===== config.mk =====
export PLATFORM = sky130hd
export DESIGN_NAME = regfile_write_arbiter_flat
export DESIGN_NICKNAME = d
export VERILOG_FILES = /design/src/rtl/cpu_wb_pkg.sv /design/src/rtl/regfile_write_arbiter_if.sv /design/src/rtl/wb_fifo.sv /design/src/rtl/regfile_write_arbiter.sv /design/src/flat_wrapper.sv
export SDC_FILE = /design/constraint.sdc
export NUM_CORES = 1
export LEC_CHECK = 0
export CAP_MARGIN = 20
export CORE_ASPECT_RATIO = 1.5
export CORE_UTILIZATION = 36
export CTS_BUF_LIST = sky130_fd_sc_hd__clkbuf_4
export DETAILED_ROUTE_END_ITERATION = 12
export PLACE_DENSITY = 0.68
export SLEW_MARGIN = 20
export SYNTH_ARGS = -nofsm -noshare
export SYNTH_HDL_FRONTEND = slang
export SYNTH_SLANG_ARGS = --single-unit

===== constraint.sdc =====
create_clock -name clk -period 3.9 [get_ports clk]
set_input_delay 0.585 -clock clk [delete_from_list [all_inputs] [get_ports clk]]
set_output_delay 0.585 -clock clk [all_outputs]
set_load 0.01 [all_outputs]

===== src/rtl/cpu_wb_pkg.sv =====
// Shared types and helpers for the write-back arbiter: request record and round-robin pick.
// Latency: n/a (types and a combinational function only).
// Backpressure: n/a.
package cpu_wb_pkg;

    localparam int WB_ADDR_W = 5;
    localparam int WB_DATA_W = 32;

    // Upper bound on cores; the pick function works on a fixed 8-bit mask.
    localparam int MAX_CORES = 8;

    typedef struct packed {
        logic [WB_ADDR_W-1:0] addr;
        logic [WB_DATA_W-1:0] data;
    } wb_req_t;

    // Returns the first set bit at or above rr, wrapping. Mask bits at or above
    // the real core count are always zero, so wrapping modulo 8 visits the live
    // cores in the same order as wrapping modulo CORES.
    function automatic logic [2:0] rr_pick(input logic [MAX_CORES-1:0] req_mask,
                                           input logic [2:0]           rr);
        logic [2:0] idx;
        rr_pick = rr;
        for (int k = MAX_CORES - 1; k >= 0; k--) begin
            idx = rr + 3'(k);
            if (req_mask[idx]) begin
                rr_pick = idx;
            end
        end
    endfunction

endpackage


===== src/rtl/regfile_write_arbiter_if.sv =====
// Bundle between the per-core execute units, the arbiter and the regfile write port.
// Latency: n/a (wires only).
// Backpressure: core_stall travels back to the cores on this bundle.
interface regfile_write_arbiter_if #(
    parameter int CORES  = 4,
    parameter int ADDR_W = 5,
    parameter int DATA_W = 32
);
    localparam int CW = (CORES > 1) ? $clog2(CORES) : 1;

    logic [CORES-1:0]        core_we;
    logic [CORES*ADDR_W-1:0] core_waddr;
    logic [CORES*DATA_W-1:0] core_wdata;
    logic [CORES-1:0]        core_stall;
    logic                    rf_we;
    logic [ADDR_W-1:0]       rf_waddr;
    logic [DATA_W-1:0]       rf_wdata;
    logic [CW-1:0]           rf_wcore;
    logic                    idle;

    // Cores and regfile side.
    modport master (
        output core_we, core_waddr, core_wdata,
        input  core_stall, rf_we, rf_waddr, rf_wdata, rf_wcore, idle
    );

    // Arbiter side.
    modport slave (
        input  core_we, core_waddr, core_wdata,
        output core_stall, rf_we, rf_waddr, rf_wdata, rf_wcore, idle
    );
endinterface


===== src/rtl/wb_fifo.sv =====
// Per-core FIFO of pending register writes.
// Latency: entry visible at head the cycle after push.
// Backpressure: full is registered state; a push while full is ignored.
module wb_fifo
    import cpu_wb_pkg::*;
#(
    parameter int DEPTH = 2
) (
    input  logic    clk,
    input  logic    reset_n,
    input  logic    push,
    input  logic    pop,
    input  wb_req_t din,
    output logic    full,
    output logic    empty,
    output wb_req_t head
);
    localparam int AW = $clog2(DEPTH);
    localparam int PW = AW + 1;

    logic [PW-1:0] wptr;
    logic [PW-1:0] rptr;
    wb_req_t       mem [DEPTH];

    logic do_push;
    logic do_pop;

    assign empty   = (wptr == rptr);
    assign full    = (wptr[AW] != rptr[AW]) && (wptr[AW-1:0] == rptr[AW-1:0]);
    assign do_push = push && !full;
    assign do_pop  = pop && !empty;
    assign head    = mem[rptr[AW-1:0]];

    // Pointer update; the extra MSB distinguishes full from empty on wrap.
    always_ff @(posedge clk or negedge reset_n) begin
        if (!reset_n) begin
            wptr <= '0;
            rptr <= '0;
        end else begin
            if (do_push) wptr <= wptr + PW'(1);
            if (do_pop)  rptr <= rptr + PW'(1);
        end
    end

    // Storage needs no reset: empty pointers make stale contents invisible.
    always_ff @(posedge clk) begin
        if (do_push) mem[wptr[AW-1:0]] <= din;
    end

endmodule


===== src/rtl/regfile_write_arbiter.sv =====
// Buffers per-core register writes and drains one per cycle to the regfile, round-robin.
// Latency: 2 cycles request-to-commit when uncontended, registered rf_* outputs.
// Backpressure: core_stall[i] = FIFO i full from registered occupancy; held request retried.
module regfile_write_arbiter #(
    parameter int CORES  = 4,
    parameter int DEPTH  = 2,
    parameter int ADDR_W = cpu_wb_pkg::WB_ADDR_W,
    parameter int DATA_W = cpu_wb_pkg::WB_DATA_W
) (
    input  logic                    clk,
    input  logic                    reset_n,
    regfile_write_arbiter_if.slave  bus
);
    import cpu_wb_pkg::*;

    localparam int CW = (CORES > 1) ? $clog2(CORES) : 1;

    logic [CORES-1:0]     full;
    logic [CORES-1:0]     empty;
    logic [CORES-1:0]     push;
    logic [CORES-1:0]     pop;
    wb_req_t              heads [CORES];

    logic [MAX_CORES-1:0] req_mask;
    logic [2:0]           rr;
    logic [2:0]           grant;
    logic                 gnt_vld;
    wb_req_t              sel;

    logic                 rf_we_q;
    logic [ADDR_W-1:0]    rf_waddr_q;
    logic [DATA_W-1:0]    rf_wdata_q;
    logic [CW-1:0]        rf_wcore_q;

    // One FIFO per core; writes to r0 never enter the queue.
    for (genvar g = 0; g < CORES; g++) begin : g_core
        wb_req_t din;
        assign din.addr = bus.core_waddr[g*ADDR_W +: ADDR_W];
        assign din.data = bus.core_wdata[g*DATA_W +: DATA_W];
        assign push[g]  = bus.core_we[g] && !full[g] && (din.addr != '0);

        wb_fifo #(.DEPTH(DEPTH)) u_fifo (
            .clk     (clk),
            .reset_n (reset_n),
            .push    (push[g]),
            .pop     (pop[g]),
            .din     (din),
            .full    (full[g]),
            .empty   (empty[g]),
            .head    (heads[g])
        );
    end

    // Requesting cores, widened to the fixed mask the pick function expects.
    always_comb begin
        req_mask = '0;
        for (int i = 0; i < CORES; i++) begin
            req_mask[i] = !empty[i];
        end
    end

    assign grant   = rr_pick(req_mask, rr);
    assign gnt_vld = |req_mask;

    // Pop the granted FIFO and route its head to the output register.
    always_comb begin
        pop = '0;
        sel = '0;
        for (int i = 0; i < CORES; i++) begin
            if (gnt_vld && (grant == 3'(i))) begin
                pop[i] = 1'b1;
                sel    = heads[i];
            end
        end
    end

    // Round-robin pointer and registered regfile write port; data holds when idle.
    always_ff @(posedge clk or negedge reset_n) begin
        if (!reset_n) begin
            rr         <= '0;
            rf_we_q    <= 1'b0;
            rf_waddr_q <= '0;
            rf_wdata_q <= '0;
            rf_wcore_q <= '0;
        end else begin
            rf_we_q <= gnt_vld;
            if (gnt_vld) begin
                rr         <= (grant == 3'(CORES - 1)) ? 3'd0 : grant + 3'd1;
                rf_waddr_q <= sel.addr;
                rf_wdata_q <= sel.data;
                rf_wcore_q <= grant[CW-1:0];
            end
        end
    end

    assign bus.core_stall = full;
    assign bus.rf_we      = rf_we_q;
    assign bus.rf_waddr   = rf_waddr_q;
    assign bus.rf_wdata   = rf_wdata_q;
    assign bus.rf_wcore   = rf_wcore_q;
    assign bus.idle       = !gnt_vld && !rf_we_q;

endmodule


===== src/flat_wrapper.sv =====
// flat-port wrapper written by rule: the top's interface ports become plain ports
module regfile_write_arbiter_flat import cpu_wb_pkg::*;
#(
    parameter int CORES  = 4,
    parameter int DEPTH  = 2,
    parameter int ADDR_W = cpu_wb_pkg::WB_ADDR_W,
    parameter int DATA_W = cpu_wb_pkg::WB_DATA_W
)
  (clk, reset_n, bus_core_we, bus_core_waddr, bus_core_wdata, bus_core_stall, bus_rf_we, bus_rf_waddr, bus_rf_wdata, bus_rf_wcore, bus_idle);
  regfile_write_arbiter_if #(.CORES(CORES), .ADDR_W(ADDR_W), .DATA_W(DATA_W)) bus_i ();
  input  logic clk;
  input  logic reset_n;
  input wire logic [$bits(bus_i.core_we)-1:0] bus_core_we;
  input wire logic [$bits(bus_i.core_waddr)-1:0] bus_core_waddr;
  input wire logic [$bits(bus_i.core_wdata)-1:0] bus_core_wdata;
  output wire logic [$bits(bus_i.core_stall)-1:0] bus_core_stall;
  output wire logic [$bits(bus_i.rf_we)-1:0] bus_rf_we;
  output wire logic [$bits(bus_i.rf_waddr)-1:0] bus_rf_waddr;
  output wire logic [$bits(bus_i.rf_wdata)-1:0] bus_rf_wdata;
  output wire logic [$bits(bus_i.rf_wcore)-1:0] bus_rf_wcore;
  output wire logic [$bits(bus_i.idle)-1:0] bus_idle;
  assign bus_i.core_we = bus_core_we;
  assign bus_i.core_waddr = bus_core_waddr;
  assign bus_i.core_wdata = bus_core_wdata;
  assign bus_core_stall = bus_i.core_stall;
  assign bus_rf_we = bus_i.rf_we;
  assign bus_rf_waddr = bus_i.rf_waddr;
  assign bus_rf_wdata = bus_i.rf_wdata;
  assign bus_rf_wcore = bus_i.rf_wcore;
  assign bus_idle = bus_i.idle;
  regfile_write_arbiter #(.CORES(CORES), .DEPTH(DEPTH), .ADDR_W(ADDR_W), .DATA_W(DATA_W)) u_core (.clk(clk), .reset_n(reset_n), .bus(bus_i));
endmodule

; ---- After elaboration in Yosys (flattened, before gate mapping)
; Memories as Yosys holds them, arrays and structs flattened.
; Index checks and enable logic that the tools add are counted.
[totals]
reg_bits = 59
latch_bits = 0
mem_bits_rw = 296
rom_bits = 0
word_cells = 138
mem_count = 4
[memory_table]
columns = memory, words, width, read_ports, rd_clocked_by_memory_dff, write_ports, line
row1 = u_core.g_core[0].u_fifo.mem, 2, 37, 1, 0, 1, wb_fifo.sv:23  ; wb_req_t mem [DEPTH];
row2 = u_core.g_core[1].u_fifo.mem, 2, 37, 1, 0, 1, wb_fifo.sv:23
row3 = u_core.g_core[2].u_fifo.mem, 2, 37, 1, 0, 1, wb_fifo.sv:23
row4 = u_core.g_core[3].u_fifo.mem, 2, 37, 1, 0, 1, wb_fifo.sv:23
[op_classes]
n_addsub = 16
n_mul = 0
n_div = 0
n_lt_le_gt_ge = 8
n_eq_ne = 15
shifts = 0
n_mux = 41
bitwise_logic = 0
reduce_logical = 41
[ops]
columns = cell, count
row1 = $mux W37, 4
row2 = $lt A3 B4 Y1 const B, 8
row3 = $mux W3, 9
row4 = $logic_and A1 B1 Y1, 25
row5 = $bmux W1 S3, 8
row6 = $mux W1, 20
row7 = $reduce_bool A5 Y1, 4
row8 = $add A2 B1 Y2 const B, 8
row9 = $add A3 B3 Y3 const B, 4
row10 = $logic_not A1 Y1, 10
row11 = $eq A2 B2 Y1, 4
row12 = $add A3 B1 Y3 const B, 2
row13 = $add A3 B2 Y3 const B, 2
row14 = $eq A3 B2 Y1 const B, 2
row15 = $eq A1 B1 Y1, 4
row16 = $ne A1 B1 Y1, 4
row17 = $reduce_or A4 Y1, 1
row18 = $eq A3 B1 Y1 const B, 1
row19 = $logic_not A3 Y1, 1

; ---- Logic depth before layout (Yosys ltp)
; Gate-level depths: netlist (run 1).
[depth]
ltp_word = 18
ltp_mapped = 18
ltp_nobuf = 15

; ---- By module
; Synthesis (run 1) repeated with hierarchy kept, for this count alone.
[hier_totals]
cells_unflattened = 981
hier_area_um2 = 15067.0
[modules_own_cells]
columns = mod, n_inst, cells_each, area_per_inst_um2, seq_area_each_um2
row1 = wb_fifo, 4, 143, 2961.6, 2322.2
row2 = regfile_write_arbiter, 1, 409, 3220.6, 1076.0

; ---- Least setup slack after synthesis (run 1)
; No wires, ideal clock.
[synth_path]
kind = register to register
start = register u_core.rr[1]
end = register u_core.rf_wdata_q[10] (netlist: u_core.bus.rf_wdata[10])
t_arrival_ns = 4.012
required_time_ns = 3.770
slack_ns = -0.242
path_stages_with_launch = 19
cell_sequence = dfrtp_1 -> clkbuf_1 -> clkinv_1 -> ha_1 -> clkbuf_1 -> mux4_2 -> buf_6 -> o41ai_2 -> o31ai_1 -> a21oi_1 -> xnor2_1 -> ha_1 -> nor2b_1 -> o21ai_1 -> clkbuf_1 -> o221a_2 -> a21oi_1 -> o21ai_0 -> o21ai_1
[synth_via]
elab_chain_len = 17
[synth_rtl]
columns = element, line
row1 = from (decl), regfile_write_arbiter.sv:25  ; logic [2:0] rr;
row2 = from (signal assigned), regfile_write_arbiter.sv:88  ; rr <= (grant == 3'(CORES - 1)) ? 3'd0 : grant + 3'd1;
row3 = $add A3 B3 Y3, cpu_wb_pkg.sv:25  ; idx = rr + 3'(k);
row4 = $bmux W1 S3, cpu_wb_pkg.sv:26  ; if (req_mask[idx]) begin
row5 = $mux W1 (implied by the code), cpu_wb_pkg.sv:26
row6 = $mux W3 (7 in series), cpu_wb_pkg.sv:26
row7 = $mux W3 *, cpu_wb_pkg.sv:26
row8 = $logic_not A3 Y1, regfile_write_arbiter.sv:70  ; if (gnt_vld && (grant == 3'(i))) begin
row9 = $logic_and A1 B1 Y1, regfile_write_arbiter.sv:70
row10 = $mux W37 (3 in series), regfile_write_arbiter.sv:70
row11 = $mux W37 *, regfile_write_arbiter.sv:70
row12 = to (signal assigned), regfile_write_arbiter.sv:90  ; rf_wdata_q <= sel.data;
row13 = to (decl), regfile_write_arbiter.sv:32  ; logic [DATA_W-1:0] rf_wdata_q;
; Every way passes the cells marked *; elsewhere a longest branch is shown, timed or not. The select of a mux whose other input is x is not followed.
; A chain may end at the register's enable or synchronous reset.

; ---- Final worst setup path (run 1)
[layout_path]
start = register u_core.rr[1]
end = register u_core.rf_wdata_q[19] (netlist: u_core.bus.rf_wdata[19])
; The elaborated chain is that of the path after synthesis.

==> results of run 1 <==
-- area by class of cell --
type	instances	area share
Timing Repair Buffer	244	0.130
Sequential cell	355	0.551
Clock buffer	130	0.0519
Antenna cell	8	0.00106
Multi-Input combinational cell	542	0.223
Tap cell	500	0.0332
Inverter	11	0.00219
Clock inverter	23	0.00685
-- metrics by stage --
step / setup TNS [ps] / setup WS (ps) / utilization / instance area, um^2 / hold slack (ps)
6_report: -50.5 / -50.5 / 0.475 / 18800 / 383
5_1_grt: -2030 / -108 / 0.475 / 18800 / 320
4_1_cts: 0 / 23.0 / 0.469 / 18600 / 297
3_5_place_dp: -2430 / -243 / 0.439 / 17400 / 473
3_3_place_gp: -410 / -102 / 0.437 / 17300 / 464
2_1_floorplan: 0 / 0.0751 / - / 14600 / 289
-- cells by family after synthesis --
family,after synthesis,synth area share
AO/OA/AOI/OAI,198,0.0906
XOR/XNOR,35,0.0233
adder cells (fa/ha/maj),6,0.00515
buffers and inverters,75,0.0217
flip-flops,355,0.711
multiplexers,151,0.107
AND/OR/NAND/NOR,145,0.0415
-- routing by layer --
layer	vias to the layer above	part of all wire	global-route usage
li1	4314	-	-
met1	4540	0.38	0.206
met2	375	0.52	0.310
met3	83	0.068	0.0454
met4	0	0.041	0.0926
met5	-	0	0
-- worst min path at each step --
stage                                         end  slack (ps)  cells past startpoint
2_1_floorplan              u_core.bus.rf_waddr[0]         290                      0
3_3_place_gp              u_core.bus.rf_wdata[21]         460                      2
3_5_place_dp              u_core.bus.rf_wdata[21]         470                      2
4_1_cts        u_core.g_core[0].u_fifo.mem[1][16]         300                      1
5_1_grt        u_core.g_core[3].u_fifo.mem[0][21]         320                      1
6_report       u_core.g_core[0].u_fifo.mem[1][16]         380                      1
-- layout by cell type, fill, tap and decap left out, drive strengths merged, types with 7 or more instances in the layout --
cell type,count
diode,8
o21ai,92
mux2i,148
a21oi,41
dfrtp,59
clkinv,20
nor2,29
xor2,12
nand2,90
o221a,37
inv,11
xnor2,23
o221ai,7
o22ai,7
buf,46
clkdlybuf4s50,197
clkbuf,130
nor3,7
edfxtp,296
-- critical path: stages (launching register included) --
cell,delay [ps]
dfrtp_1,350
clkinv_1,160
ha_2,450
mux4_2,380
nor3_1,380
o31ai_2,200
a21oi_2,210
xnor2_1,190
ha_2,240
nor2b_4,210
buf_12,140
o21ai_2,130
o221a_2,280
a21oi_1,250
o21ai_0,120
o21ai_0,160
-- state kept, by name, indices dropped and copies added (netlist names) --
signal and count:
u_core.g_core.u_fifo.mem 296, u_core.bus.rf_waddr 5, u_core.bus.rf_wcore 2, u_core.g_core.u_fifo.rptr 8
u_core.bus.rf_wdata 32, u_core.rr 3, u_core.bus.rf_we 1, u_core.g_core.u_fifo.wptr 8
-- timing repair --
action                     CTS  global route
hold buffers                 1             0
setup endpoints to repair   27            38
hold endpoints to repair    33             0
resized for setup            7            23
pin swaps                    1             4
cloned                       2             5
setup buffers                3             4
==> flow_summary.yaml, run 1 <==
status:
  status: "finished with violations"
  violations: "design-rule violations, negative setup slack"
detailed_routing:
  drt_iter0_drc: 607
  post_drt_via_cell_ratio: 5.14
  drt-total-wl_um: 38300
  drc: 10
  wl_per_cell_um: 21.1
  drt_pass1_iterations: 9
  num_vias: 9312
  antenna_left: 0
worst_setup_path:
  worstSetupEndpointType: "flip-flop"
  r2r_cells: 15
  endpoint: "u_core.bus.rf_wdata[19]"
  r2r_setup_slack_ps: -50
  cp-start-kind: "flip-flop"
  crit_fanout: 8
  critical_path_class: "reg2reg"
  worst_ep_required_time_ps: 4580
  critPathLaunch: "u_core.rr[1]"
  r2r-start: "u_core.rr[1]"
  cp.arrival_ps: 4630
  r2r_end: "u_core.bus.rf_wdata[19]"
sta:
  grt_setup_unrepaired: "true"
  maxSlewHeadroom: 0.394
  worst_slew_pin_slew_ps: 906
  finalClockSkew_ps: 47.7
  worst_slack_ps: -50.5
  min_period_ps: 3950
  max_freq_mhz: 253
  finalMaxSlewViolations: 0
  hold_viol: 0
  setup_viol: 1
  finalCritPeriodShare: 1.01
synth:
  synth_top_area_cell: "edfxtp_1"
  synth_edf_count: 296
  ys_warn_count: 0
  yosys.area.top_type_share: 0.610
  synth.most_common_cell: "edfxtp_1"
  ys_types: 50
  synth_area_leaders: "edfxtp_1 61%, mux2i_1 10%, dfrtp_1 10%, o221a_2 2.9%, o21ai_0 2.6%"
  syn_inst: 965
  ys_ff_latch: 355
  synth_ff_type: "edfxtp_1"
  synth_nets: 1125
  post_synth.cell_area_avg_um2: 15.1
  ys_top_cells_by_count: "296 x edfxtp_1, 148 x mux2i_1, 90 x nand2_1"
  synth_area_um2: 14600
  synthArstFlopShare: 0.166
  ys_seq_area_frac: 0.711
floorplanning:
  core_um2: 39600
  die-area_um2: 41300
  row_count: 89
  start_util: 0.368
  die_h_um: 248
  pin_count: 199
  fp.dieW_um: 166
flow_run:
  maxCapViolations: 0
global_routing:
  grtUsageTotal: 0.180
  antenna_found_initial: 9
  grt_max_degree: 78
  grt_pass1_wl_um: 55700
  grt_pass1_vias: 9432
  overflow: 0
cells_and_area:
  syn_to_final_growth_pct: 29.1
  multi_input_area_um2: 4200
  n_fill_cell: 3467
  fin_nets: 1398
  seq_area_um2: 10400
  drive_gt1_frac: 0.210
  final_cells: 1813
hold_path:
  min_from: "bus_core_wdata[16]"
  min_path_type: "in2reg"
cts:
  worst_skew_pair.late_latency_ps: 770
  path_clk_slew_ps: 70
  htree_levels: 3
  clock-root-buffer: "clkbuf_4"
  clk_path_buf_depth: 3
  cts_sinks: 355
  cts-buffers-inserted: 84
  cts_tree: "done"
placement:
  port_buffers: 198
  dp.cells: 1637
  globalplace.congestion: 0.934
  dp_hpwl_um: 25900
Power of run 1 is not shown: default switching activity piles up to over one toggle a cycle in this logic, so the estimate is an artifact.
==> run 2: changes to the inputs <==
--- a/config.mk
+++ b/config.mk
@@ -7,11 +7,11 @@
 export LEC_CHECK = 0
 export CAP_MARGIN = 20
 export CORE_ASPECT_RATIO = 1.5
+export CORE_MARGIN = 3
 export CORE_UTILIZATION = 36
 export CTS_BUF_LIST = sky130_fd_sc_hd__clkbuf_4
 export DETAILED_ROUTE_END_ITERATION = 12
 export PLACE_DENSITY = 0.68
-export SLEW_MARGIN = 20
 export SYNTH_ARGS = -nofsm -noshare
 export SYNTH_HDL_FRONTEND = slang
 export SYNTH_SLANG_ARGS = --single-unit
==> run 2 against run 1 <==
Compared with the run above:
- the flow now finishes without violations
- critical endpoint is now u_core.bus.rf_waddr[3]
- critical path type unchanged
- hold slack better by 15 ps
- final cell count fell by 0.22%
- core utilization fell by 0.44 points
- setup slack improved by 240 ps
- largest cell class unchanged
- clock skew rose by 13 ps
- fmax increased by 6.5%
- routed wire length down 1.6%
- final area shrank 0.92%
- non-clock buffer count rose by 10
==> flow_summary.yaml, run 2 (synthesis gave the netlist of run 1 again) <==
status:
  status: "finished clean"
global_routing:
  grt_max_degree: 78
  grt_pass1_wl_um: 55300
  grt_pass1_vias: 9270
  antenna_found_initial: 7
  overflow: 0
  grtUsageTotal: 0.171
cells_and_area:
  final_cell_mix: "296 x edfxtp_1, 197 x clkdlybuf4s50_1, 148 x mux2i_1"
  syn_to_final_growth_pct: 27.9
  fin_nets: 1400
  drive_gt1_frac: 0.200
  stdcell_area_um2: 18600
  n_fill_cell: 3504
  largest_reg_flops: 296
  layout_commonest_cell: "edfxtp_1"
floorplanning:
  pin_count: 199
  start_util: 0.368
  die-area_um2: 43000
  core_um2: 39600
  die_h_um: 252
  fp.dieW_um: 170
  row_count: 89
sta:
  hold_ws_ps: 398
  setup_tns_ps: 0
  finalCritPeriodShare: 0.951
  hold_viol: 0
  finalClockSkew_ps: 60.5
  min_period_ps: 3710
  maxSlewHeadroom: 0.373
  max_freq_mhz: 270
  finalMaxSlewViolations: 0
  setup_viol: 0
  worst_slew_pin_slew_ps: 938
detailed_routing:
  drc: 0
  post_drt_via_cell_ratio: 5.07
  num_vias: 9167
  drt-total-wl_um: 37700
  drt_pass1_iterations: 5
  antenna_left: 0
  drt_iter0_drc: 602
  wl_per_cell_um: 20.8
worst_setup_path:
  cp_cell_sequence: "xor2_2 -> nor2_1 -> mux4_2 -> a22oi_1 -> o22ai_1 -> a21oi_2 -> xnor2_2 -> ha_2 -> nor2b_2 -> o21ai_2 -> buf_12 -> o221a_2 -> a21oi_1 -> o21ai_0 -> o21ai_0"
  critical_path_class: "reg2reg"
  critPathSlowestCell: "mux4_2"
  cp-start-kind: "flip-flop"
  worstSetupEndpointType: "flip-flop"
  crit_fanout: 20
  worst_ep_required_time_ps: 4570
  crit_top_cell: "o21ai_0"
  cp_slowest_stage_delay_ps: 560
  cp.arrival_ps: 4380
placement:
  port_buffers: 198
  globalplace.congestion: 0.884
  dp_hpwl_um: 26500
  place_area_um2: 17500
cts:
  htree_levels: 3
  cts_sinks: 355
  path_clk_slew_ps: 70
  cts_tree: "done"
  cts-buffers-inserted: 80
  clk_path_buf_depth: 3
  worst_skew_pair.late_latency_ps: 760
  clock-root-buffer: "clkbuf_4"
hold_path:
  min_path_type: "in2async"
flow_run:
  maxCapViolations: 0
run 2: cell types whose count changed in the layout (fill, tap and decap cells not counted), sizes merged:
cell,before,now
clkinv,20,28
inv,11,12
o21ai,92,88
bufinv,1,0
clkinvlp,2,1
diode,8,6
buf,46,56
clkbuf,130,115
run 2: repair_timing:
item                                    CTS  global route
resized for setup                         2            18
endpoints found under the hold margin    25             0
pin swaps                                 0             5
endpoints found under the setup margin    1            38
setup buffers                             0             6
cloned                                    0             3
hold buffers                              1             0
run 2: critical path: cells and delay by family, from the launching register on:
family,cells,cell delay (ps)
buffers and inverters,1,160
flip-flops,1,440
adder cells (fa/ha/maj),1,220
multiplexers,1,560
AO/OA/AOI/OAI,8,1530
AND/OR/NAND/NOR,2,280
XOR/XNOR,2,420
run 2: path summary, 6_finish.rpt:
path | start | to | slack, ps | depth (start not counted)
max | u_core.g_core[3].u_fifo.rptr[1] | u_core.bus.rf_waddr[3] | 190 | 15
min | reset_n | u_core.bus.rf_wdata[29] | 400 | 2
max reg2reg | u_core.g_core[3].u_fifo.rptr[1] | u_core.bus.rf_waddr[3] | 190 | 15
min reg2reg | u_core.bus.rf_wdata[1] | u_core.bus.rf_wdata[1] | 490 | 2
max in group asynchronous | reset_n | u_core.g_core[1].u_fifo.rptr[0] | 2500 | 3
min in group clk | bus_core_wdata[19] | u_core.g_core[0].u_fifo.mem[0][19] | 400 | 1
run 2: cell type report:
type                            count  area [um^2]  area share
Antenna cell                        6         15.0    0.000805
Clock buffer                      115          863      0.0463
Clock inverter                     30          128     0.00684
Inverter                           11         41.3     0.00221
Multi-Input combinational cell    538         4110       0.220
Sequential cell                   355        10400       0.556
Tap cell                          500          626      0.0335
Timing Repair Buffer              254         2490       0.134
run 2: metrics by stage:
step,instances,setup slack [ps],utilization
floorplan,965,0.0751,-
global placement,1647,142,0.440
detailed placement,1648,25.4,0.440
CTS,1794,4.20,0.466
global route,1808,-1.85,0.470
finish,1809,192,0.470
run 2: metal layers:
layer,part of all wire,vias to the layer above,wire [um],track usage
met5,0.00027,-,10,0
met4,0.037,2,1400,0.0768
met3,0.053,77,2000,0.0404
met2,0.51,323,19100,0.282
met1,0.40,4464,15200,0.215
li1,-,4301,-,-
Power of run 2 is left out for the same reason.
==> run 3: changes to the inputs <==
--- a/config.mk
+++ b/config.mk
@@ -11,6 +11,7 @@
 export CORE_UTILIZATION = 36
 export CTS_BUF_LIST = sky130_fd_sc_hd__clkbuf_4
 export DETAILED_ROUTE_END_ITERATION = 12
+export HOLD_SLACK_MARGIN = 0.12
 export PLACE_DENSITY = 0.68
 export SYNTH_ARGS = -nofsm -noshare
 export SYNTH_HDL_FRONTEND = slang
==> results of run 3 <==
No change in the layout: final DEF, timing and power equal those of run 2.
Power of run 3 is left out for the same reason.
